==> src/rtl/seq_shifter_pkg.sv <==
// rtl/seq_shifter_pkg.sv - op and state encodings shared by the shifter modules
package seq_shifter_pkg;

  typedef enum logic [1:0] {
    OP_SRL = 2'b00,
    OP_SRA = 2'b01,
    OP_SLL = 2'b10,
    OP_ROR = 2'b11
  } op_e;

  typedef enum logic [1:0] {
    ST_IDLE  = 2'b00,
    ST_SHIFT = 2'b01,
    ST_DONE  = 2'b10
  } state_e;

endpackage

==> src/rtl/seq_shifter_shift_one_step.sv <==
// rtl/seq_shifter_shift_one_step.sv - combinational single-bit shift/rotate step
module shift_one_step
  import seq_shifter_pkg::*;
#(
  parameter int WIDTH = 8
) (
  input  op_e              op,
  input  logic [WIDTH-1:0] value,
  output logic [WIDTH-1:0] next_value,
  output logic             shift_out
);

  always_comb begin
    next_value = value;
    shift_out  = 1'b0;
    case (op)
      OP_SRL: begin
        next_value = {1'b0, value[WIDTH-1:1]};
        shift_out  = value[0];
      end
      OP_SRA: begin
        next_value = {value[WIDTH-1], value[WIDTH-1:1]};
        shift_out  = value[0];
      end
      OP_SLL: begin
        next_value = {value[WIDTH-2:0], 1'b0};
        shift_out  = value[WIDTH-1];
      end
      OP_ROR: begin
        next_value = {value[0], value[WIDTH-1:1]};
        shift_out  = value[0];
      end
      default: begin
        next_value = value;
        shift_out  = 1'b0;
      end
    endcase
  end

endmodule

==> src/rtl/seq_shifter.sv <==
// rtl/seq_shifter.sv - multi-cycle shift/rotate unit, one bit per clock
// Optional carry_out port and logic enabled by SHIFTER_CARRY_EN.
module seq_shifter
  import seq_shifter_pkg::*;
#(
  parameter int WIDTH = 8,
  parameter int AMT_W = 3
) (
  input  logic             clk,
  input  logic             reset,
  input  logic             start,
  input  logic [1:0]       op,
  input  logic [AMT_W-1:0] amount,
  input  logic [WIDTH-1:0] data_in,
  output logic             busy,
  output logic             done,
  output logic [WIDTH-1:0] data_out
`ifdef SHIFTER_CARRY_EN
  ,
  output logic             carry_out
`endif
);

  localparam logic [AMT_W-1:0] MAX_AMT = AMT_W'(WIDTH - 1);
  localparam logic [AMT_W-1:0] ONE     = AMT_W'(1);

  state_e           state_q;
  state_e           state_d;
  op_e              op_q;
  logic [AMT_W-1:0] count_q;
  logic [WIDTH-1:0] work_q;
  logic [AMT_W-1:0] amt_clamped;
  logic [WIDTH-1:0] step_value;
  logic             step_out;

  // Out-of-range amounts saturate to the widest legal shift.
  assign amt_clamped = (amount > MAX_AMT) ? MAX_AMT : amount;

  shift_one_step #(
    .WIDTH(WIDTH)
  ) u_step (
    .op        (op_q),
    .value     (work_q),
    .next_value(step_value),
    .shift_out (step_out)
  );

  always_ff @(posedge clk or posedge reset) begin
    if (reset) begin
      state_q <= ST_IDLE;
    end else begin
      state_q <= state_d;
    end
  end

  always_comb begin
    state_d = state_q;
    busy    = (state_q != ST_IDLE);
    done    = (state_q == ST_DONE);
    case (state_q)
      ST_IDLE: begin
        if (start) begin
          state_d = (amt_clamped == '0) ? ST_DONE : ST_SHIFT;
        end
      end
      ST_SHIFT: begin
        if (count_q == ONE) begin
          state_d = ST_DONE;
        end
      end
      ST_DONE: begin
        state_d = ST_IDLE;
      end
      default: begin
        state_d = ST_IDLE;
      end
    endcase
  end

  // Result registers load only on the edge that enters DONE and hold otherwise.
  always_ff @(posedge clk or posedge reset) begin
    if (reset) begin
      op_q     <= OP_SRL;
      count_q  <= '0;
      work_q   <= '0;
      data_out <= '0;
`ifdef SHIFTER_CARRY_EN
      carry_out <= 1'b0;
`endif
    end else begin
      case (state_q)
        ST_IDLE: begin
          if (start) begin
            op_q    <= op_e'(op);
            work_q  <= data_in;
            count_q <= amt_clamped;
            if (amt_clamped == '0) begin
              data_out <= data_in;
`ifdef SHIFTER_CARRY_EN
              carry_out <= 1'b0;
`endif
            end
          end
        end
        ST_SHIFT: begin
          work_q  <= step_value;
          count_q <= count_q - ONE;
          if (count_q == ONE) begin
            data_out <= step_value;
`ifdef SHIFTER_CARRY_EN
            carry_out <= step_out;
`endif
          end
        end
        default: begin
          work_q <= work_q;
        end
      endcase
    end
  end

`ifndef SHIFTER_CARRY_EN
  wire unused_step_out = step_out;
`endif

endmodule

==> config.mk <==
export PLATFORM = sky130hd
export DESIGN_NAME = seq_shifter
export DESIGN_NICKNAME = d
export VERILOG_FILES = /design/src/rtl/seq_shifter_pkg.sv /design/src/rtl/seq_shifter_shift_one_step.sv /design/src/rtl/seq_shifter.sv
export SDC_FILE = /design/constraint.sdc
export NUM_CORES = 1
export LEC_CHECK = 0
export CORE_ASPECT_RATIO = 1.1
export CORE_UTILIZATION = 60
export DETAILED_ROUTE_END_ITERATION = 12
export DONT_BUFFER_PORTS = 1
export PLACE_DENSITY_LB_ADDON = 0.25
export SKIP_CTS_REPAIR_TIMING = 1
export SYNTH_ARGS = -nofsm -noshare
export SYNTH_HDL_FRONTEND = slang
export SYNTH_HIERARCHICAL = 1
export SYNTH_SLANG_ARGS = --single-unit
==> constraint.sdc <==
create_clock -name clk -period 4.72 [get_ports clk]
set_input_delay 0.944 -clock clk [delete_from_list [all_inputs] [get_ports clk]]
set_output_delay 0.944 -clock clk [all_outputs]
set_load 0.005 [all_outputs]
==> impl_results.md, run 1 <==
* Max incr delay on CP at 640 ps
* Netlist Area Pre-Place at 1371 sq um
* Routability cong. at 0.7928
* Highest clock rate at 435.3 MHz
* CP Capture Type: primary output
* Routed vias at 1016
* Residual DRC at 0
* Worst path top cell family by delay: flip-flops
* Tot Pwr at 0.8968 mW
* Static leakage at 0.5819 nW
* # H-tree levels at 1
* Sw Share at 39.63%
* Gr usage total at 24.15%
* Die Height at 52.14 um
* Ys Warns at 6
* Port Buffers at 0
* Layout cells sized above 1 at 12.21%
* CP Max Fanout at 24
* Crit path time final at 2297 ps
* Initial antenna violation count at 0
* Maxcap violations at 0
* Core Area at 2085 sq um
* Reg power frac at 45.9%
* Worst EP required at 3780 ps
* WP buf/inv at 0
* Largest net degree at the start of global routing at 25
* Crit path cell chain: or2_2
* First-pass GRT wire length at 4250 um
* Routed WL per cell at 16.56 um
* Vias in the first global route at 923
* Post-DP HPWL at 1865 um
* Antenna viol nets, final at 0
* Setup repair after global routing missed its margin: false
* Slew headroom at 26.93%
* # IOs at 26
* Area grow syn2layout at -0.8215%
* Clock skew after layout at 2.484 ps
* Cell Pwr Density at 659.4 nW/um^2
* DR vias/cell at 6.390
* Total global routing overflow at 0
* Hold Fails Final Rpt at 0
* Drt initial violations at 27
* Die width at 47.58 um
* Syn nets at 158
* CP arrival at 1350 ps
* CTS Buffer Depth at 2
* Row count at 17
* Clk root buf: clkbuf_4
* Routed wire length at 2633 um
* Diode count at 0
* Avg Cell Area, Syn at 9.795 sq um
* Final net count at 150
* Worst skew pair latency at 300 ps
* Final TNS setup at 0 ps
* Setup CP Type: reg -> out
* Clk sink count at 23
* Final setup vio count at 0
* Startpoint Class: register
* Post-Synthesis Cells at 140
* Power Internal at 0.5414 mW
* CTS Buf Count at 3
* Clock-pin slew on the worst setup and hold paths at 130 ps
* Status: finished, final reports clean
* Slowest cell on the critical path: dfrtp_1
* Hold Crit Class: reg -> reg
* Final period utilization at 48.67%
* NetSw at 0.3554 mW
* Logic pwr share at 44.0%
* Final Slew Violations at 0
* TritonCTS clock tree: built
* Clock share of power at 10.1%
* Total Die Area at 2481 sq um
* VDD IR-drop max at 0.3354 mV
* DRT Pass-1 Iters at 4
* Initial Utilization at 65.79%
* Worst-Margin Slew at 1081 ps
per-layer routing:
metal	global-route usage, %	routed length [um]	part of all wire (%)	vias up
met5	0	0	0	-
met4	8.333	36	1.4	0
met3	4.861	198	7.5	4
met2	35.62	1172	45	43
met1	34.65	1226	47	481
li1	-	-	-	488
placed cells by master, fill, tap and decap left out, types with 2 or more instances in the layout:
cell       n
nor2_1    10
ha_1       2
o21ai_0   11
and2b_1    3
a21oi_1   21
nand2_1    2
inv_1      5
dfrtp_1   23
nor2b_1    9
o32ai_1    8
clkbuf_4   3
a22oi_1    8
nor4bb_1   2
mux2i_1    2
mux2_4     6
mux2_2     2
per-stage QoR:
step / setup slack (ps) / util (%) / cells / hold WS [ps] / area, sq um
after floorplan: 2694 / - / 140 / 460.0 / 1371
after global placement: 2623 / 63.93 / 155 / 473.2 / 1333
after detailed placement: 2595 / 63.93 / 155 / 481.9 / 1333
after CTS: 2402 / 65.25 / 159 / 511.8 / 1360
after global routing: 2336 / 65.25 / 159 / 551.1 / 1360
final: 2423 / 65.25 / 159 / 509.4 / 1360
power groups by stage:
stage / Clock [mW] / Combinational [mW] / Sequential, mW
CTS: 0.0935 / 0.394 / 0.411
detailed placement: 0 / 0.391 / 0.416
floorplan: 0 / 0.388 / 0.363
global placement: 0 / 0.381 / 0.409
finish: 0.0905 / 0.395 / 0.412
global route: 0.103 / 0.439 / 0.433
sequential cells by signal, summed over array words and instances (netlist names):
register	count
op_q	2
count_q	3
work_q	8
data_out	8
state_q	2
layout make-up:
| cell class | instances | area [sq um] |
|---|---|---|
| Clock buffer | 3 | 22.52 |
| Multi-Input combinational cell | 99 | 703.2 |
| Clock inverter | 1 | 5.005 |
| Tap cell | 28 | 35.03 |
| Sequential cell | 23 | 575.6 |
| Inverter | 5 | 18.77 |
| Fill cell | 186 | 724.4 |
path summary, 6_finish.rpt:
kind	slack [ps]	from	endpoint	cells past startpoint
min in group asynchronous	680	reset	op_q[1]	1
max	2420	state_q[0]	busy	1
max reg2reg	2680	state_q[0]	data_out[4]	3
max in group asynchronous	3520	reset	data_out[1]	1
min	510	count_q[1]	count_q[1]	1
min reg2reg	510	count_q[1]	count_q[1]	1
No activity file was read; power rests on OpenSTA's default activity.
==> run 2, diff against run 1 <==
==> constraint.sdc (replaced) <==
create_clock -name clk -period 2.4 [get_ports clk]
set_input_delay 0.48 -clock clk [delete_from_list [all_inputs] [get_ports clk]]
set_output_delay 0.48 -clock clk [all_outputs]
set_load 0.005 [all_outputs]
==> run 2 against run 1 <==
Flip-flop and latch count did not move. Utilization rose by 0.72 points. Design area rose by 1.1%. Critical path depth rose by 2. Worst setup slack got worse by 1900 ps. Via count rose by 0.59%. First-iteration DRC count rose by 59%. Sequential share of layout area fell by 0.46 points. Clock-buffer cell count did not move.
==> impl_results.md, run 2 (same netlist as run 1, synthesis figures left out) <==
* Final TNS setup at 0 ps
* Maxcap violations at 0
* Crit path time final at 1846 ps
* Initial antenna violation count at 0
* Total Die Area at 2481 sq um
* VDD IR-drop max at 0.7229 mV
* Number of fillers in the final layout at 185
* Vias in the first global route at 947
* Top routing layer in use: met4
* Post-DP HPWL at 1975 um
* Clock-pin slew on the worst setup and hold paths at 130 ps
* Setup repair after global routing missed its margin: false
* Setup CP Type: reg -> reg
* Largest net degree at the start of global routing at 24
* Static leakage at 0.5920 nW
* Clock skew after layout at 2.437 ps
* First-pass GRT wire length at 4498 um
* Hold Crit Class: in -> async
* DR vias/cell at 6.348
* Total global routing overflow at 0
* Row count at 17
* Gr usage total at 25.44%
* Commonest non-fill, non-tap cell in the layout: dfrtp_1
* Die width at 47.58 um
* Die Height at 52.14 um
* Routed WL per cell at 17.25 um
* Largest registers: data_out: 8 flops, work_q: 8 flops, count_q: 3 flops
* CP arrival at 2090 ps
* Clk sink count at 23
* Area grow syn2layout at 0.2738%
* Port Buffers at 0
* Final net count at 152
* CP Capture Type: register
* Initial Utilization at 65.79%
* Routed vias at 1022
* TritonCTS clock tree: built
* Routability cong. at 0.8071
* Slew headroom at 43.00%
* Reg2reg setup slack at 550 ps
* Status: finished, final reports clean
* Final Slew Violations at 0
* Clk root buf: clkbuf_4
* WL met2 at 1229 um
* Met1 WL at 1292 um
* Worst EP required at 2640 ps
* CP Max Fanout at 22
* Routed wire length at 2777 um
* Post-Place Setup Slack at 612.4 ps
* Drt initial violations at 43
* Final setup vio count at 0
* Final period utilization at 76.92%
* Worst-Margin Slew at 854.1 ps
* Worst Slack Setup Final at 554.0 ps
* Cell Pwr Density at 1311 nW/um^2
* # IOs at 26
* Diode count at 0
* Startpoint Class: register
* Worst skew pair latency at 310 ps
* Highest clock rate at 541.7 MHz
* DRT Pass-1 Iters at 5
* CTS Buffer Depth at 2
* Residual DRC at 0
* Hold Fails Final Rpt at 0
* Layout cells sized above 1 at 13.53%
* Most frequent cells in the layout: dfrtp_1 (23), a21oi_1 (21), o21ai_0 (11)
* Met3 WL at 234 um
* CTS Buf Count at 3
* # H-tree levels at 1
* Antenna viol nets, final at 0
* Core Area at 2085 sq um
[run 2: layer usage]
layer  global-route usage [%]  vias up
met5                        0        -
met4                    8.796        0
met3                    4.861        2
met2                    36.76       49
met1                    37.34      480
li1                         -      491
[run 2: where the power goes]
part / total, mW / internal (mW) / switching, mW
clock: 0.180 / 0.0622 / 0.117
combinational: 0.846 / 0.442 / 0.404
sequential: 0.777 / 0.578 / 0.199
[run 2: area by class of cell]
class | count | area [sq um] | area share (%)
Tap cell | 28 | 35.03 | 2.548
Sequential cell | 23 | 575.6 | 41.86
Multi-Input combinational cell | 99 | 703.2 | 51.14
Inverter | 5 | 18.77 | 1.365
Timing Repair Buffer | 2 | 15.01 | 1.092
Clock buffer | 3 | 22.52 | 1.638
Clock inverter | 1 | 5.005 | 0.3640
[run 2: path summary, 6_finish.rpt]
check / startpoint / to / depth (start not counted)
setup / recovery: state_q[1] / data_out[2] / 3
hold / removal: reset / op_q[1] / 1
setup reg to reg: state_q[1] / data_out[2] / 3
hold reg to reg: count_q[1] / count_q[1] / 1
max in group asynchronous: reset / count_q[1] / 1
min in group clk: op[1] / op_q[1] / 1
[run 2: per-stage QoR]
stage               instance area [sq um]  hold WS, ps  utilization, %  std cells  power [mW]
global route                         1375        278.2           65.97        161       1.939
floorplan                            1371        460.0               -        140       1.476
global placement                     1348        474.7           64.65        157       1.580
CTS                                  1375        245.7           65.97        161       1.799
detailed placement                   1348        479.9           64.65        157       1.621
finish                               1375        216.6           65.97        161       1.803
[run 2: critical path: stages (launching register included)]
cell,delay (ps)
dfrtp_1,640
or3b_4,540
or2_0,400
a21oi_1,200
==> run 3, diff against run 2 <==
==> constraint.sdc (replaced) <==
create_clock -name clk -period 1.8 [get_ports clk]
set_input_delay 0.36 -clock clk [delete_from_list [all_inputs] [get_ports clk]]
set_output_delay 0.36 -clock clk [all_outputs]
set_load 0.005 [all_outputs]
==> run 3 against run 2 <==
Via count increased by 0.98%. Fmax grew 13%. Wire length shrank 0.32%. Worst setup slack worse by 380 ps. Final cell count grew 3.7%. Register-to-register slack got worse by 380 ps. Clock skew fell by 0.55 ps. First-iteration DRC count is 51% lower. Largest power group unchanged. Clock power grew 37%. Sequential power up 28%.
==> impl_results.md, run 3 (same netlist as run 1, synthesis figures left out) <==
* Worst path top cell family by delay: simple AND/OR/NAND/NOR gates
* Area grow syn2layout at 3.924%
* Max incr delay on CP at 600 ps
* VDD IR-drop max at 0.9358 mV
* WP buf/inv at 1
* Initial Utilization at 65.79%
* Gr usage total at 26.08%
* Final Slew Violations at 0
* Row count at 17
* Cell Pwr Density at 1723 nW/um^2
* Antenna viol nets, final at 0
* TritonCTS clock tree: built
* Routed wire length at 2768 um
* Largest net degree at the start of global routing at 24
* Largest registers: data_out: 8 flops, work_q: 8 flops, count_q: 3 flops
* Final period utilization at 90.46%
* Vias in the first global route at 957
* # IOs at 26
* Core Area at 2085 sq um
* Diode count at 0
* Commonest non-fill, non-tap cell in the layout: dfrtp_1
* Routed vias at 1032
* Initial antenna violation count at 0
* Highest clock rate at 614.1 MHz
* Crit path time final at 1628 ps
* Routed WL per cell at 16.57 um
* Drt initial violations at 21
* Status: finished, final reports clean
* Setup repair after global routing missed its margin: false
* Clock skew after layout at 1.882 ps
* Final net count at 158
* Port Buffers at 0
* Post-route cell area at 1425 sq um
* First-pass GRT wire length at 4567 um
* Setup CP Type: reg -> reg
* Layout cells sized above 1 at 16.55%
* CP arrival at 1820 ps
* Dpl cells at 162
* CTS Buffer Depth at 2
* Worst EP required at 1990 ps
* Final TNS setup at 0 ps
* Total global routing overflow at 0
* Routability cong. at 0.7780
* FF+latch area at 575.6 sq um
* Residual DRC at 0
* Layout Cells excl Fill at 167
* Final setup vio count at 0
* DR vias/cell at 6.180
* # H-tree levels at 1
* Crit path cell chain: inv_1, ha_1, or4bb_4, o32ai_1, a21oi_1
* CP Max Fanout at 9
* Clk sink count at 23
* Clock-pin slew on the worst setup and hold paths at 130 ps
* Post-DP HPWL at 2031 um
* Most frequent cells in the layout: dfrtp_1 (23), a21oi_1 (21), o21ai_0 (11)
* Die Height at 52.14 um
* Clk root buf: clkbuf_4
* Total Die Area at 2481 sq um
* DRT Pass-1 Iters at 4
* Slowest cell on the critical path: or4bb_4
* Static leakage at 0.6200 nW
* Worst skew pair latency at 310 ps
* Hold Crit Class: in -> reg
* Slew headroom at 65.87%
* CP Capture Type: register
* Number of fillers in the final layout at 194
* Area used by multi-input combinational logic at 706.9 sq um
* Startpoint Class: register
* Die width at 47.58 um
* Worst-Margin Slew at 510.9 ps
* Maxcap violations at 0
* Hold Fails Final Rpt at 0
* DP Area at 1385 sq um
* CTS Buf Count at 3
## run 3: changes by cell type in the layout (fill, tap and decap cells not counted)
cell           previous run  this run
or4bb_1                   1         0
clkbuf_1                  0         1
or4bb_4                   0         1
dlygate4sd3_1             0         1
clkinv_2                  1         0
buf_4                     2         7
## run 3: power by group
group / total (mW) / internal [mW] / leakage, nW / switching (mW)
clock network: 0.246 / 0.0867 / 0.0150 / 0.159
registers: 0.997 / 0.772 / 0.276 / 0.225
logic: 1.21 / 0.637 / 0.329 / 0.575
## run 3: metal layers
| metal | track usage (%) | part of all wire, % | wire (um) | up-vias |
|---|---|---|---|---|
| met4 | 11.57 | 1.7 | 48 | 0 |
| li1 | - | - | - | 502 |
| met2 | 34.70 | 44 | 1210 | 33 |
| met3 | 5.208 | 6.5 | 179 | 4 |
| met5 | 0 | 0 | 0 | - |
| met1 | 39.82 | 48 | 1329 | 493 |
## run 3: final timing paths
check                                   end  depth (start not counted)  slack [ps]       start
worst max-delay path            data_out[2]                          5         170  count_q[1]
worst min-delay path                op_q[1]                          1         180       op[1]
worst max register to register  data_out[2]                          5         170  count_q[1]
worst min register to register   count_q[1]                          1         520  count_q[1]
max in group asynchronous        count_q[1]                          3        1070       reset
min in group asynchronous           op_q[1]                          3         510       reset
## run 3: through the flow
step           hold WS, ps  power [mW]  worst slack [ps]  utilization, %
2_1_floorplan        361.9       1.968             269.6               -
3_3_place_gp         304.8       2.148             182.4           66.45
3_5_place_dp         310.7       2.210             115.3           66.45
4_1_cts             -44.58       2.452             86.26           67.71
5_1_grt              163.6       2.670             83.30           68.37
6_report             181.9       2.455             171.7           68.37
## run 3: area by class of cell
type | count | share of cell area, %
multi-input combinational | 99 | 49.60
sequential | 23 | 40.39
timing repair buffer | 8 | 4.390
tap | 28 | 2.458
clock buffer | 4 | 1.844
inverter | 5 | 1.317
## run 3: worst reg2reg max path, delay by kind of cell, from the launching register on
kind            cells  cell delay, ps
compound gates      2             250
fa+ha+maj           1             170
buf+inv             1              80
flops               1             400
simple gates        1             600
==> RTL edit, RTL diff (flow settings as in run 3) <==
`WIDTH` is set to 8 in 2 places; all go to 6.
--- a/src/rtl/seq_shifter_shift_one_step.sv
+++ b/src/rtl/seq_shifter_shift_one_step.sv
@@ -3,5 +3,5 @@
   import seq_shifter_pkg::*;
 #(
-  parameter int WIDTH = 8
+  parameter int WIDTH = 6
 ) (
   input  op_e              op,
--- a/src/rtl/seq_shifter.sv
+++ b/src/rtl/seq_shifter.sv
@@ -4,5 +4,5 @@
   import seq_shifter_pkg::*;
 #(
-  parameter int WIDTH = 8,
+  parameter int WIDTH = 6,
   parameter int AMT_W = 3
 ) (
Ports: changed (resized data_in and data_out); port bits go from 26 to 22. The function was not compared with the original's and may differ.
==> RTL edit against run 3 <==
Synthesized cell count fell by 29%. Final area is 19% lower. Sequential cell count down 4. Power decreased by 14%. Setup slack better by 1.0 ps. Wire length decreased by 25%. Critical path depth decreased by 2. Non-clock buffer count down 4. Synthesized area fell by 19%. Largest power group unchanged. Highest routed layer unchanged.
==> RTL edit: results (changes against run 3) <==
======================================================================================================
Vias in the first global route ..........................................................          729   -24%
Wire length of the first global-routing pass ............................................      3.27 mm   -28%
Final Net Count .........................................................................          118   -25%
Static leakage ..........................................................................     0.486 nW   -22%
Timing startpoint of the critical path .................................................. state_q[0]$_DFFE_PP0P_
TritonRoute pass-1 iters ................................................................            4   unchanged
Drt via density .........................................................................         6.69   +8.3%
Slew of the pin with the lowest slew margin .............................................       713 ps   +202 ps
Crit Path Max Fanout ....................................................................           10   +1
Largest clock skew in the final design ..................................................     0.759 ps   -1.12 ps
Max clock buf depth .....................................................................            2   unchanged
Largest stage delay, worst path .........................................................       470 ps   -130 ps
Arrival time worst endpoint .............................................................      1270 ps   -550 ps
Result of the run ....................................................................... finished clean
Max rail drop VDD .......................................................................   0.000990 V   +5.8%
H-tree level count ......................................................................            1   unchanged
Worst setup slack before clock tree synthesis ...........................................       119 ps   +3.64 ps
Slowest stage cell on the critical path ................................................. sky130_fd_sc_hd__dfrtp_1
# diodes ................................................................................            0   unchanged
Registers with the most flip-flops ...................................................... data_out x6, work_q x6, count_q x3
Total power of the final layout .........................................................      2.12 mW   -14%
Sw frac .................................................................................        0.373   -0.0173
Final weighted congestion of routability-driven global placement ........................        0.788   +1.2%
Kind of cell adding the most delay to the critical path .................................   flip-flops
Final Setup Violations ..................................................................            0   unchanged
Latest clock arrival within the worst-skew pair .........................................       280 ps   -30 ps
HPWL after detailed placement ...........................................................      1.51 mm   -25%
Layout cell share with drive strength beyond 1 ..........................................        0.307   +0.141
Largest net degree at the start of global routing .......................................           20   -17%
Worst reg2reg startpoint ................................................................ state_q[1]$_DFFE_PP0P_
Clock transition at the register clock pins on the worst setup and hold paths after CTS .       100 ps   -30 ps
Total Routing Usage GR ..................................................................        0.222   -0.0385
Initial DRC count .......................................................................            9   -57%
Fill count ..............................................................................          134   -31%
Class of the tightest hold or removal check .............................................  in -> async
Wire length per cell after detailed routing .............................................      17.7 um   +6.6%
======================================================================================================
## RTL edit: per-stage QoR
step	instances	instance area, sq um	util
after floorplan	99	1110	-
after global placement	114	1120	0.677
after detailed placement	114	1120	0.677
after CTS	118	1140	0.692
after global routing	118	1150	0.695
final	118	1150	0.695
## RTL edit: path summary, 6_finish.rpt
check                                               end  cells after the start  slack, ps
worst max register to register  data_out[4]$_DFFE_PP0P_                      3        200
worst min register to register   state_q[0]$_DFFE_PP0P_                      1        530
max in group asynchronous         work_q[4]$_DFFE_PP0P_                      1       1290
worst min-delay path              work_q[0]$_DFFE_PP0P_                      1         70
worst max-delay path                               busy                      3        170
min in group clk                    op_q[0]$_DFFE_PP0P_                      1        220
## RTL edit: worst register-to-register path: stages, from the launching register on
cell and delay, ps:
sky130_fd_sc_hd__dfrtp_1 450, sky130_fd_sc_hd__nand2b_1 210, sky130_fd_sc_hd__o32ai_4 450, sky130_fd_sc_hd__mux2_2 390
## RTL edit: power groups by stage
stage                     Sequential [mW]  Clock [mW]  Combinational, mW
after floorplan                     0.795           0              0.950
after global placement              0.853           0               1.02
after detailed placement            0.867           0               1.05
after CTS                           0.855       0.215               1.05
after global routing                0.884       0.225               1.17
final                               0.857       0.206               1.05
## RTL edit: metal layers
metal,up-vias,global-route usage,share of wire
met5,-,0,0
met4,0,0.0545,0.0038
met3,2,0.0308,0.046
met2,21,0.385,0.51
met1,394,0.303,0.44
li1,373,-,-
## RTL edit: layout make-up
| type | instances | area share |
|---|---|---|
| well taps | 17 | 0.0185 |
| multi-input cells | 68 | 0.495 |
| inverters | 6 | 0.0229 |
| repair buffers | 4 | 0.0262 |
| clock buffers | 4 | 0.0229 |
| flip-flops and latches | 19 | 0.414 |
